$ cat src/rtl/seq_divider.sv
// seq_divider: multi-cycle restoring divider, signed/unsigned, with div-by-zero and overflow status
module seq_divider #(
    parameter int WIDTH = 32
) (
    input  logic             clock,
    input  logic             reset,
    input  logic             div_start,
    input  logic             is_signed,
    input  logic [WIDTH-1:0] dividend,
    input  logic [WIDTH-1:0] divisor,
    output logic             busy,
    output logic             finished,
    output logic             div_zero,
    output logic             overflow,
    output logic [WIDTH-1:0] quotient,
    output logic [WIDTH-1:0] remainder
);
    localparam int CW = $clog2(WIDTH + 1);
    localparam logic [WIDTH-1:0] MIN = {1'b1, {(WIDTH-1){1'b0}}};

    typedef enum logic [1:0] {IDLE, ITER, FIX, DONE} state_t;

    state_t           state, state_nxt;
    logic [CW-1:0]    count;
    logic [WIDTH-1:0] rem_r, quo_r, dvs_m, a_mag, b_mag;
    logic [WIDTH:0]   shifted, trial;
    logic             q_neg, r_neg, ovf_r, a_neg, b_neg, accept, last;

    always_comb begin
        a_neg     = is_signed & dividend[WIDTH-1];
        b_neg     = is_signed & divisor[WIDTH-1];
        a_mag     = a_neg ? -dividend : dividend;
        b_mag     = b_neg ? -divisor : divisor;
        accept    = div_start & (state == IDLE | state == DONE);
        last      = count == CW'(WIDTH - 1);
        shifted   = {rem_r, quo_r[WIDTH-1]};
        trial     = shifted - {1'b0, dvs_m};
        state_nxt = accept ? ((divisor == '0) ? DONE : ITER) :
                    (state == ITER) ? (last ? FIX : ITER) :
                    (state == FIX) ? DONE : IDLE;
        busy      = state == ITER | state == FIX;
        finished  = state == DONE;
    end

    always_ff @(posedge clock) begin
        if (!reset) state <= IDLE;
        else        state <= state_nxt;
    end

    always_ff @(posedge clock) begin
        if (!reset) begin
            count     <= '0;
            rem_r     <= '0;
            quo_r     <= '0;
            dvs_m     <= '0;
            q_neg     <= 1'b0;
            r_neg     <= 1'b0;
            ovf_r     <= 1'b0;
            quotient  <= '0;
            remainder <= '0;
            div_zero  <= 1'b0;
            overflow  <= 1'b0;
        end else if (accept) begin
            if (divisor == '0) begin
                quotient  <= '1;
                remainder <= dividend;
                div_zero  <= 1'b1;
                overflow  <= 1'b0;
            end else begin
                count <= '0;
                rem_r <= '0;
                quo_r <= a_mag;
                dvs_m <= b_mag;
                q_neg <= a_neg ^ b_neg;
                r_neg <= a_neg;
                ovf_r <= is_signed & (dividend == MIN) & (divisor == '1);
            end
        end else if (state == ITER) begin
            count <= count + 1'b1;
            rem_r <= trial[WIDTH] ? shifted[WIDTH-1:0] : trial[WIDTH-1:0];
            quo_r <= {quo_r[WIDTH-2:0], ~trial[WIDTH]};
        end else if (state == FIX) begin
            quotient  <= q_neg ? -quo_r : quo_r;
            remainder <= r_neg ? -rem_r : rem_r;
            overflow  <= ovf_r;
            div_zero  <= 1'b0;
        end
    end
endmodule

$ cat config.mk
export PLATFORM = sky130hd
export DESIGN_NAME = seq_divider
export DESIGN_NICKNAME = d
export VERILOG_FILES = /design/src/rtl/seq_divider.sv
export SDC_FILE = /design/constraint.sdc
export NUM_CORES = 1
export LEC_CHECK = 0
export ABC_CLOCK_PERIOD_IN_PS = 7300
export BUFFER_PORTS_ARGS = -buffer_cell sky130_fd_sc_hd__buf_4
export CORE_MARGIN = 2
export CORE_UTILIZATION = 60
export CTS_CLUSTER_DIAMETER = 120
export DETAILED_ROUTE_END_ITERATION = 8
export HOLD_SLACK_MARGIN = 0.06
export PLACE_DENSITY = 0.92
export SYNTH_ARGS = -nofsm -noshare
export SYNTH_HDL_FRONTEND = slang
export SYNTH_SLANG_ARGS = --single-unit
$ cat constraint.sdc
create_clock -name clock -period 7.3 [get_ports clock]
set_clock_uncertainty 0.1 [all_clocks]
set_input_delay 2.19 -clock clock [delete_from_list [all_inputs] [get_ports clock]]
set_output_delay 2.19 -clock clock [all_outputs]
set_load 0.05 [all_outputs]
==> out/results.tsv, run 1 <==
stage	metric	value	unit
hold_path	hold_class	flip-flop to flip-flop	
placement	placed_cells	1688	
pwr	clkPwrFrac	31.5	%
critical_path	endpoint	quo_r[14]	
critical_path	r2r_start	quo_r[31]	
global_route	grt_pass1_vias	10200	
synth	synth_nets	1509	
detailed_routing	detail-route-antenna-nets	0	
clock_network	htree_levels	4	
die	row_count	50	
detailed_routing	drtIter0Drc	1014	
finish	final_cell_area	12900	µm²
timing	post-route-period-util	72.2	%
finish	instances_no_fill	1720	
global_route	grt_first_pass_wirelength	50.1	mm
detailed_routing	wl_met1	12.9	mm
detailed_routing	drc	0	
clock_network	ctsHoldBuffers	0	
clock_network	post_cts_buffers	0	
pwr	p_leak	5.53	nW
finish	mostFrequentLayoutCell	dfxtp_1	
timing	timing.final.ws_setup	2.03	ns
timing	layout_min_cycle_time	5.27	ns
finish	utilization	69.4	%
die	dieArea	20100	µm²
finish	syn2layout_area_growth	13.8	%
critical_path	regToRegSetupSlack	2.88	ns
synth	synth_edf_count	0	
flow_run	max_cap_violations	0	
critical_path	startpoint_type	primary input	
synth	synth-seq-cells	173	
finish	multiInputGateArea	7290	µm²
synth	ys.flop_type	dfxtp_1	
synth	netlist_top_cells_area	dfxtp_1 (30%), xnor2_1 (5.7%), nand2_1 (5.6%)	
finish	drive_gt1_share	15.4	%
pwr	powerDensity	231	nW/µm²
finish	n_fill_cell	1438	
placement	placed_area	12300	µm²
critical_path	cp_slowest_cell	o21a_1	
clock_network	root_buffer	clkbuf_16	
detailed_routing	wl_per_cell	18.0	µm
clock_network	clk_path_buf_depth	2	
die	die_h	142	µm
finish	antennaDiodeCount	0	
critical_path	worst_ep_arrival_time	5.48	ns
critical_path	cp_cell_sequence	buf_4 > or4_1 > or4_1 > or3_4 > nor4_4 > nand2_2 > o21a_1 > o211ai_1 > a21boi_0	
pwr	power_frac_comb	31.0	%
die	initial_core_util	61.0	%
finish	regArea	3460	µm²
critical_path	cp-end-kind	flip-flop	
status	status	complete, no violations	
clock_network	insertion_delay	0.44	ns
clock_network	cts_sinks	173	
timing	relSlewSlack	23.3	%
die	core_region_area	18600	µm²
die	die_w	142	µm
synth	yosys_warnings	0	
timing	fmax	190	MHz
critical_path	cp-startpoint	divisor[20]	
pwr	ir_worst_vdd	0.174	mV
placement	globalplace.congestion	0.977	
placement	io_buffers	135	
die	ios	136	
pwr	p_int	1.88	mW
detailed_routing	drt-pass1-iter-count	7	
clock_network	tritoncts	done	
synth	async_flop_share	0	%
critical_path	cp_max_fo	32	
critical_path	worstSetupPathType	primary input to flip-flop	
timing	setup-tns-final	0	ns
global_route	grt_use_total	30.5	%
synth	ys_seq_area_share	30.5	%
detailed_routing	routed_wl	31.0	mm
synth	synth_top_area_share	30.5	%
synth	syn_area_per_cell	8.13	µm²
global_route	grt_max_degree	92	
critical_path	cpMostUsedCell	or4_1	
synth	synth_top_area_cell	dfxtp_1	
clock_network	post_cts_resize_count	0	
placement	dpl.hpwl	22.8	mm
synth	netlist_area	11400	µm²
synth	synth_cells	1399	
placement	place_ws	1.63	ns
critical_path	r2r_end	rem_r[16]	
detailed_routing	num_vias	11000	
timing	tightestPinTransition	1.15	ns
detailed_routing	met2_length	15.0	mm
timing	slew_violations	0	
global_route	antenna_found_initial	0	
pwr	p_sw_share	36.9	%
finish	final_cell_mix	dfxtp_1 (173), nand2_1 (170), buf_4 (145), o21ai_0 (90)	
critical_path	required	7.51	ns
synth	synth_cell_type_count	63	
critical_path	ff2ff_path_depth	12	
finish	nNetsFinal	1583	
timing	rsz0062_at_grt	false	
critical_path	max_stage_delay	0.58	ns
global_route	grt-ovfl-total	0	
clock_network	cts_buffers	17	
clock_network	clk_pin_slew_worst_paths	0.07	ns
timing	setup_viol	0	
detailed_routing	routed_via_density	6.39	
detailed_routing	met3_length	2.00	mm
timing	hold_viol_final	0	
pwr	p_switching	1.10	mW
detailed_routing	highest_layer	met4	
pwr	seqPwrFrac	37.5	%
## synthesized netlist by cell type (31+ instances only)
cell type and instances:
nand2_1 171, o221a_2 31, ha_1 41, nand3_1 37
o211ai_1 49, nor2_1 75, clkbuf_1 64, xnor2_1 74
inv_1 52, xor2_1 66, a21boi_0 45, a21oi_1 65
dfxtp_1 173, o21ai_0 91
## kinds of logic after synthesis
kind of cell             after synthesis  synth area share (%)
multiplexers                           5                 0.451
AO/OA/AOI/OAI                        448                  28.8
flip-flops                           173                  30.5
adder cells (fa/ha/maj)               42                  4.69
buffers and inverters                142                  5.58
AND/OR/NAND/NOR                      449                  19.2
XOR/XNOR                             140                  10.8
## metal layers
| layer | vias to the layer above | GRT usage, % |
|---|---|---|
| li1 | 5268 | - |
| met1 | 5172 | 38.3 |
| met2 | 471 | 52.6 |
| met3 | 84 | 4.18 |
| met4 | 0 | 13.0 |
| met5 | - | 0 |
## worst max-delay path, delay by kind of cell
family / cells / cell delay (ns)
and+or+nand+nor: 5 / 2.09
AOI/OAI and AO/OA: 3 / 1.06
buffers and inverters: 1 / 0.12
## through the flow
step	hold slack, ns	power (mW)
detailed placement	0.360	2.04
CTS	0.371	2.97
global placement	0.352	2.01
finish	0.371	2.98
floorplan	0.332	1.81
global route	0.398	3.12
## layout make-up
class                      instances  share of cell area (%)
clock inverter                    15                    1.38
clock buffer                      17                    3.29
tap                              234                    2.26
sequential                       173                    26.8
timing repair buffer             145                    8.41
multi-input combinational       1084                    56.4
inverter                          52                    1.51
## registers in the layout (all words and copies together) (netlist names)
| register | count |
|---|---|
| r_neg | 1 |
| ovf_r | 1 |
| count | 6 |
| quotient | 32 |
| quo_r | 32 |
| rem_r | 32 |
| div_zero | 1 |
| q_neg | 1 |
| overflow | 1 |
| state | 2 |
| dvs_m | 32 |
| remainder | 32 |
## power groups by stage
stage	sequential, mW	combinational, mW	clock [mW]
2_1_floorplan	1.18	0.626	0
3_3_place_gp	1.13	0.878	0
3_5_place_dp	1.14	0.904	0
4_1_cts	1.12	0.913	0.939
5_1_grt	1.13	1.01	0.983
6_report	1.12	0.925	0.940
## worst min-delay path by stage
| stage | from | endpoint | slack, ns | cells past startpoint |
|---|---|---|---|---|
| floorplan | count[5] | count[5] | 0.33 | 1 |
| global placement | dvs_m[31] | dvs_m[31] | 0.35 | 2 |
| detailed placement | dvs_m[31] | dvs_m[31] | 0.36 | 2 |
| CTS | remainder[4] | remainder[4] | 0.37 | 2 |
| global route | remainder[31] | remainder[31] | 0.40 | 2 |
| finish | dvs_m[31] | dvs_m[31] | 0.37 | 2 |
Note: power is estimated with default switching activity, not from simulation.
==> inputs of run 2 (changes only) <==
ABC_CLOCK_PERIOD_IN_PS = 4700   (was 7300)
CORE_UTILIZATION = 54   (was 60)
PLACE_DENSITY = 0.88   (was 0.92)
clock period = 4.7 ns   (was 7.3 ns; I/O delays follow)
==> run 2 against run 1 <==
Effect of this change:
- cell area is 1.1% higher
- die area up 11%
- critical path depth rose by 1
- sequential power up 54%
- power is 54% higher
- setup slack lost 1.5 ns
- register-to-register slack worse by 1.9 ns
- cell count grew 3.0%
- sequential share of layout area fell by 0.28 points
- wire length shrank 1.8%
==> out/results.tsv, run 2 (synthesized netlist as in run 1, its figures left out) <==
stage	metric	value	unit
hold_path	hold_class	flip-flop to flip-flop	
finish	syn2layout_area_growth	15.0	%
die	ios	136	
critical_path	required	4.92	ns
detailed_routing	routed_wl	30.4	mm
global_route	grt_first_pass_wirelength	48.9	mm
detailed_routing	wl_per_cell	17.2	µm
die	row_count	53	
finish	mostFrequentLayoutCell	dfxtp_1	
timing	setup-tns-final	0	ns
placement	globalplace.congestion	0.919	
detailed_routing	drt-pass1-iter-count	6	
finish	drive_gt1_share	16.0	%
clock_network	root_buffer	clkbuf_16	
detailed_routing	num_vias	10900	
global_route	grt-ovfl-total	0	
detailed_routing	drc	0	
critical_path	worstSetupPathType	primary input to flip-flop	
status	status	complete, no violations	
critical_path	cp-end-kind	flip-flop	
placement	io_buffers	135	
finish	nNetsFinal	1594	
clock_network	post_cts_resize_count	0	
clock_network	insertion_delay	0.44	ns
critical_path	regToRegSetupSlack	1.02	ns
flow_run	max_cap_violations	0	
detailed_routing	detail-route-antenna-nets	0	
pwr	powerDensity	352	nW/µm²
die	die_w	149	µm
clock_network	cts_sinks	173	
die	core_region_area	20800	µm²
global_route	grt_use_total	27.0	%
clock_network	clk_pin_slew_worst_paths	0.07	ns
finish	instances_no_fill	1772	
critical_path	cp_slowest_cell	or4_1	
critical_path	max_stage_delay	0.55	ns
pwr	p_leak	5.59	nW
critical_path	r2r_end	rem_r[31]	
critical_path	ff2ff_path_depth	11	
die	initial_core_util	54.6	%
global_route	antenna_found_initial	0	
critical_path	worst_ep_arrival_time	4.39	ns
finish	n_fill_cell	1749	
critical_path	r2r_start	dvs_m[1]	
finish	final_cell_mix	dfxtp_1 (173), nand2_1 (170), buf_4 (154), o21ai_0 (90)	
clock_network	post_cts_buffers	0	
global_route	grt_pass1_vias	9754	
finish	antennaDiodeCount	0	
clock_network	htree_levels	4	
die	dieArea	22200	µm²
timing	tightestPinTransition	1.02	ns
critical_path	cp_cell_sequence	buf_4 > or4_1 > or4_1 > or3_4 > nor4_4 > nand2_2 > a21o_1 > buf_4 > nand2_1 > a21boi_0	
clock_network	clk_path_buf_depth	2	
clock_network	tritoncts	done	
die	die_h	149	µm
clock_network	cts_buffers	17	
placement	dpl.hpwl	22.7	mm
timing	relSlewSlack	31.8	%
detailed_routing	routed_via_density	6.15	
timing	setup_viol	0	
timing	fmax	239	MHz
pwr	ir_worst_vdd	0.240	mV
hold_path	hold_end	remainder[10]	
global_route	grt_max_degree	101	
hold_path	hold_path_depth	2	
detailed_routing	drtIter0Drc	962	
clock_network	ctsHoldBuffers	0	
timing	hold_viol_final	0	
timing	slew_violations	0	
hold_path	hold_start	remainder[10]	
timing	post-route-period-util	88.9	%
placement	place_ws	0.123	ns
placement	placed_cells	1740	
timing	timing.final.ws_setup	0.521	ns
critical_path	startpoint_type	primary input	
timing	layout_min_cycle_time	4.18	ns
critical_path	cp_max_fo	22	
timing	rsz0062_at_grt	false	
## run 2: cell count changes in the layout (fill, tap and decap cells not counted), moves of 2 or more
cell        change
bufinv_16       -2
clkinv_2        -2
clkinvlp_4      -2
inv_8           +4
buf_4           +9
buf_12          +2
## run 2: where the power goes
group	leakage (nW)	switching, mW	total, mW	internal [mW]
Combinational	3.89	0.910	1.45	0.544
Sequential	1.41	0.132	1.73	1.60
Clock	0.292	0.696	1.41	0.719
## run 2: area by class of cell
class                           instances  area, µm²  area share (%)
Sequential cell                       173       3460            26.5
Clock inverter                         15        164            1.25
Multi-Input combinational cell       1084       7290            55.7
Timing Repair Buffer                  156       1200            9.15
Tap cell                              275        344            2.63
Inverter                               52        195            1.49
Clock buffer                           17        425            3.25
## run 2: layer usage
layer / vias up / routed length [µm] / track usage [%]
met5: - / 0 / 0
met4: 0 / 537 / 6.76
met3: 48 / 2080 / 3.64
met2: 418 / 14700 / 46.5
met1: 5159 / 13100 / 35.7
li1: 5279 / - / -
## run 2: critical path: cells and delay by family
kind            cells  cell delay (ns)
compound gates      2             0.50
simple gates        6             2.04
buf+inv             2             0.43
## run 2: worst max path at each step
stage	startpoint	to	slack, ns
final	divisor[20]	remainder[9]	0.52
after global routing	divisor[20]	remainder[9]	0.34
after CTS	divisor[20]	remainder[9]	0.57
after detailed placement	divisor[20]	remainder[9]	0.12
after global placement	divisor[20]	remainder[9]	0.18
after floorplan	divisor[20]	remainder[10]	0.51
## run 2: per-stage QoR
step / hold WS [ns] / area [µm²] / power [mW] / util (%)
final: 0.371 / 13100 / 4.60 / 62.8
after global routing: 0.401 / 13100 / 4.81 / 62.8
after CTS: 0.375 / 13100 / 4.59 / 62.8
after detailed placement: 0.364 / 12500 / 3.19 / 60.0
after global placement: 0.350 / 12500 / 3.16 / 60.0
after floorplan: 0.332 / 11400 / 2.81 / -
==> inputs of run 3 (changes only) <==
CORE_UTILIZATION = 40   (was 54)
PLACE_DENSITY = 0.71   (was 0.88)
==> run 3 against run 2 <==
Effect of this change:
- sequential power is essentially flat
- global-route usage shrank 6.4 points
- non-clock buffer count unchanged
- die area up 34%
- cell count is 5.8% higher
- critical path depth is 1 lower
- largest cell class unchanged
- largest power group unchanged
==> out/results.tsv, run 3 (synthesized netlist as in run 1, its figures left out) <==
stage	metric	value	unit
status	status	complete, no violations	
timing	relSlewSlack	31.9	%
die	die_w	173	µm
finish	mostFrequentLayoutCell	dfxtp_1	
hold_path	hold_end	dvs_m[31]	
timing	layout_min_cycle_time	4.13	ns
finish	multiInputGateArea	7290	µm²
global_route	grt-ovfl-total	0	
die	initial_core_util	40.8	%
critical_path	worst_ep_arrival_time	4.38	ns
clock_network	cts_buffers	17	
die	row_count	61	
critical_path	cp_max_fo	19	
critical_path	ff2ff_path_depth	11	
detailed_routing	routed_via_density	5.70	
placement	globalplace.congestion	0.911	
global_route	grt_first_pass_wirelength	50.8	mm
timing	setup_viol	0	
global_route	grt_use_total	20.6	%
finish	final_cell_mix	dfxtp_1 (173), nand2_1 (170), buf_4 (154), o21ai_0 (90)	
detailed_routing	drtIter0Drc	641	
clock_network	ctsHoldBuffers	0	
critical_path	r2r_start	dvs_m[1]	
timing	hold_viol_final	0	
critical_path	regToRegSetupSlack	0.93	ns
placement	io_buffers	135	
pwr	ir_worst_vdd	0.236	mV
timing	post-route-period-util	87.9	%
placement	place_ws	0.121	ns
die	ios	136	
finish	antennaDiodeCount	0	
clock_network	tritoncts	done	
clock_network	insertion_delay	0.44	ns
finish	nNetsFinal	1594	
finish	regArea	3460	µm²
hold_path	hold_start	dvs_m[31]	
finish	final_cell_area	13300	µm²
clock_network	root_buffer	clkbuf_16	
timing	timing.final.ws_setup	0.570	ns
detailed_routing	met3_length	1.54	mm
die	core_region_area	27900	µm²
placement	placed_area	12600	µm²
detailed_routing	routed_wl	31.3	mm
pwr	p_leak	5.61	nW
hold_path	hold_path_depth	2	
clock_network	clk_pin_slew_worst_paths	0.07	ns
clock_network	htree_levels	4	
timing	fmax	242	MHz
critical_path	cp-end-kind	flip-flop	
finish	drive_gt1_share	16.0	%
detailed_routing	wl_per_cell	16.7	µm
detailed_routing	drc	0	
critical_path	startpoint_type	primary input	
clock_network	post_cts_resize_count	0	
finish	n_fill_cell	2723	
detailed_routing	highest_layer	met4	
clock_network	cts_sinks	173	
detailed_routing	wl_met1	14.6	mm
global_route	antenna_found_initial	0	
global_route	grt_pass1_vias	9806	
critical_path	cp_cell_sequence	buf_4 > or4_1 > or4_1 > or3_4 > nor4_4 > nand2_2 > a21o_1 > buf_4 > o31ai_1	
critical_path	cp-startpoint	divisor[20]	
placement	dpl.hpwl	24.0	mm
die	die_h	173	µm
timing	rsz0062_at_grt	false	
finish	syn2layout_area_growth	16.5	%
placement	placed_cells	1843	
clock_network	post_cts_buffers	0	
finish	instances_no_fill	1875	
detailed_routing	drt-pass1-iter-count	7	
global_route	grt_max_degree	69	
timing	setup-tns-final	0	ns
pwr	powerDensity	352	nW/µm²
detailed_routing	num_vias	10700	
critical_path	required	4.95	ns
critical_path	worstSetupPathType	primary input to flip-flop	
critical_path	cp_slowest_cell	or4_1	
critical_path	max_stage_delay	0.57	ns
critical_path	r2r_end	rem_r[31]	
die	dieArea	29800	µm²
clock_network	clk_path_buf_depth	2	
timing	slew_violations	0	
timing	holdWs	0.367	ns
detailed_routing	detail-route-antenna-nets	0	
flow_run	max_cap_violations	0	
hold_path	hold_class	flip-flop to flip-flop	
timing	tightestPinTransition	1.02	ns
detailed_routing	met2_length	14.3	mm
[run 3: cell count changes in the layout (fill, tap and decap cells not counted)]
cell,before,now
clkinv_8,2,5
inv_8,7,5
bufinv_16,0,1
inv_6,4,1
inv_12,0,1
[run 3: layout make-up]
| cell class | count | share of cell area [%] |
|---|---|---|
| multi-input cells | 1084 | 55.0 |
| clock inverters | 15 | 1.59 |
| repair buffers | 156 | 9.03 |
| inverters | 52 | 1.47 |
| flip-flops and latches | 173 | 26.1 |
| well taps | 378 | 3.57 |
| clock buffers | 17 | 3.21 |
[run 3: through the flow]
step                power, mW  util [%]
floorplan                2.81         -
global placement         3.18      45.3
detailed placement       3.20      45.3
CTS                      4.69      47.6
global route             4.92      47.6
finish                   4.67      47.6
[run 3: worst max path at each step]
stage	slack (ns)	endpoint	cells after the start
2_1_floorplan	0.51	remainder[10]	10
3_5_place_dp	0.12	remainder[29]	9
3_3_place_gp	0.18	remainder[16]	10
5_1_grt	0.41	remainder[29]	9
6_report	0.57	remainder[29]	9
4_1_cts	0.58	remainder[29]	9
[run 3: metal layers]
metal  global-route usage, %  up-vias
met1                    27.9     5011
met3                    2.97       51
met5                       0        -
met2                    33.1      317
li1                        -     5304
met4                    7.73        0
[run 3: report_power, final]
group / switching, mW / internal [mW] / total, mW
registers: 0.131 / 1.60 / 1.73
clock network: 0.710 / 0.780 / 1.49
logic: 0.908 / 0.542 / 1.45
total: 1.75 / 2.92 / 4.67
[run 3: worst max-delay path: cells and delay by family]
family                 cells  cell delay, ns
buffers and inverters      2            0.40
AND/OR/NAND/NOR            5            1.97
AO/OA/AOI/OAI              2            0.60
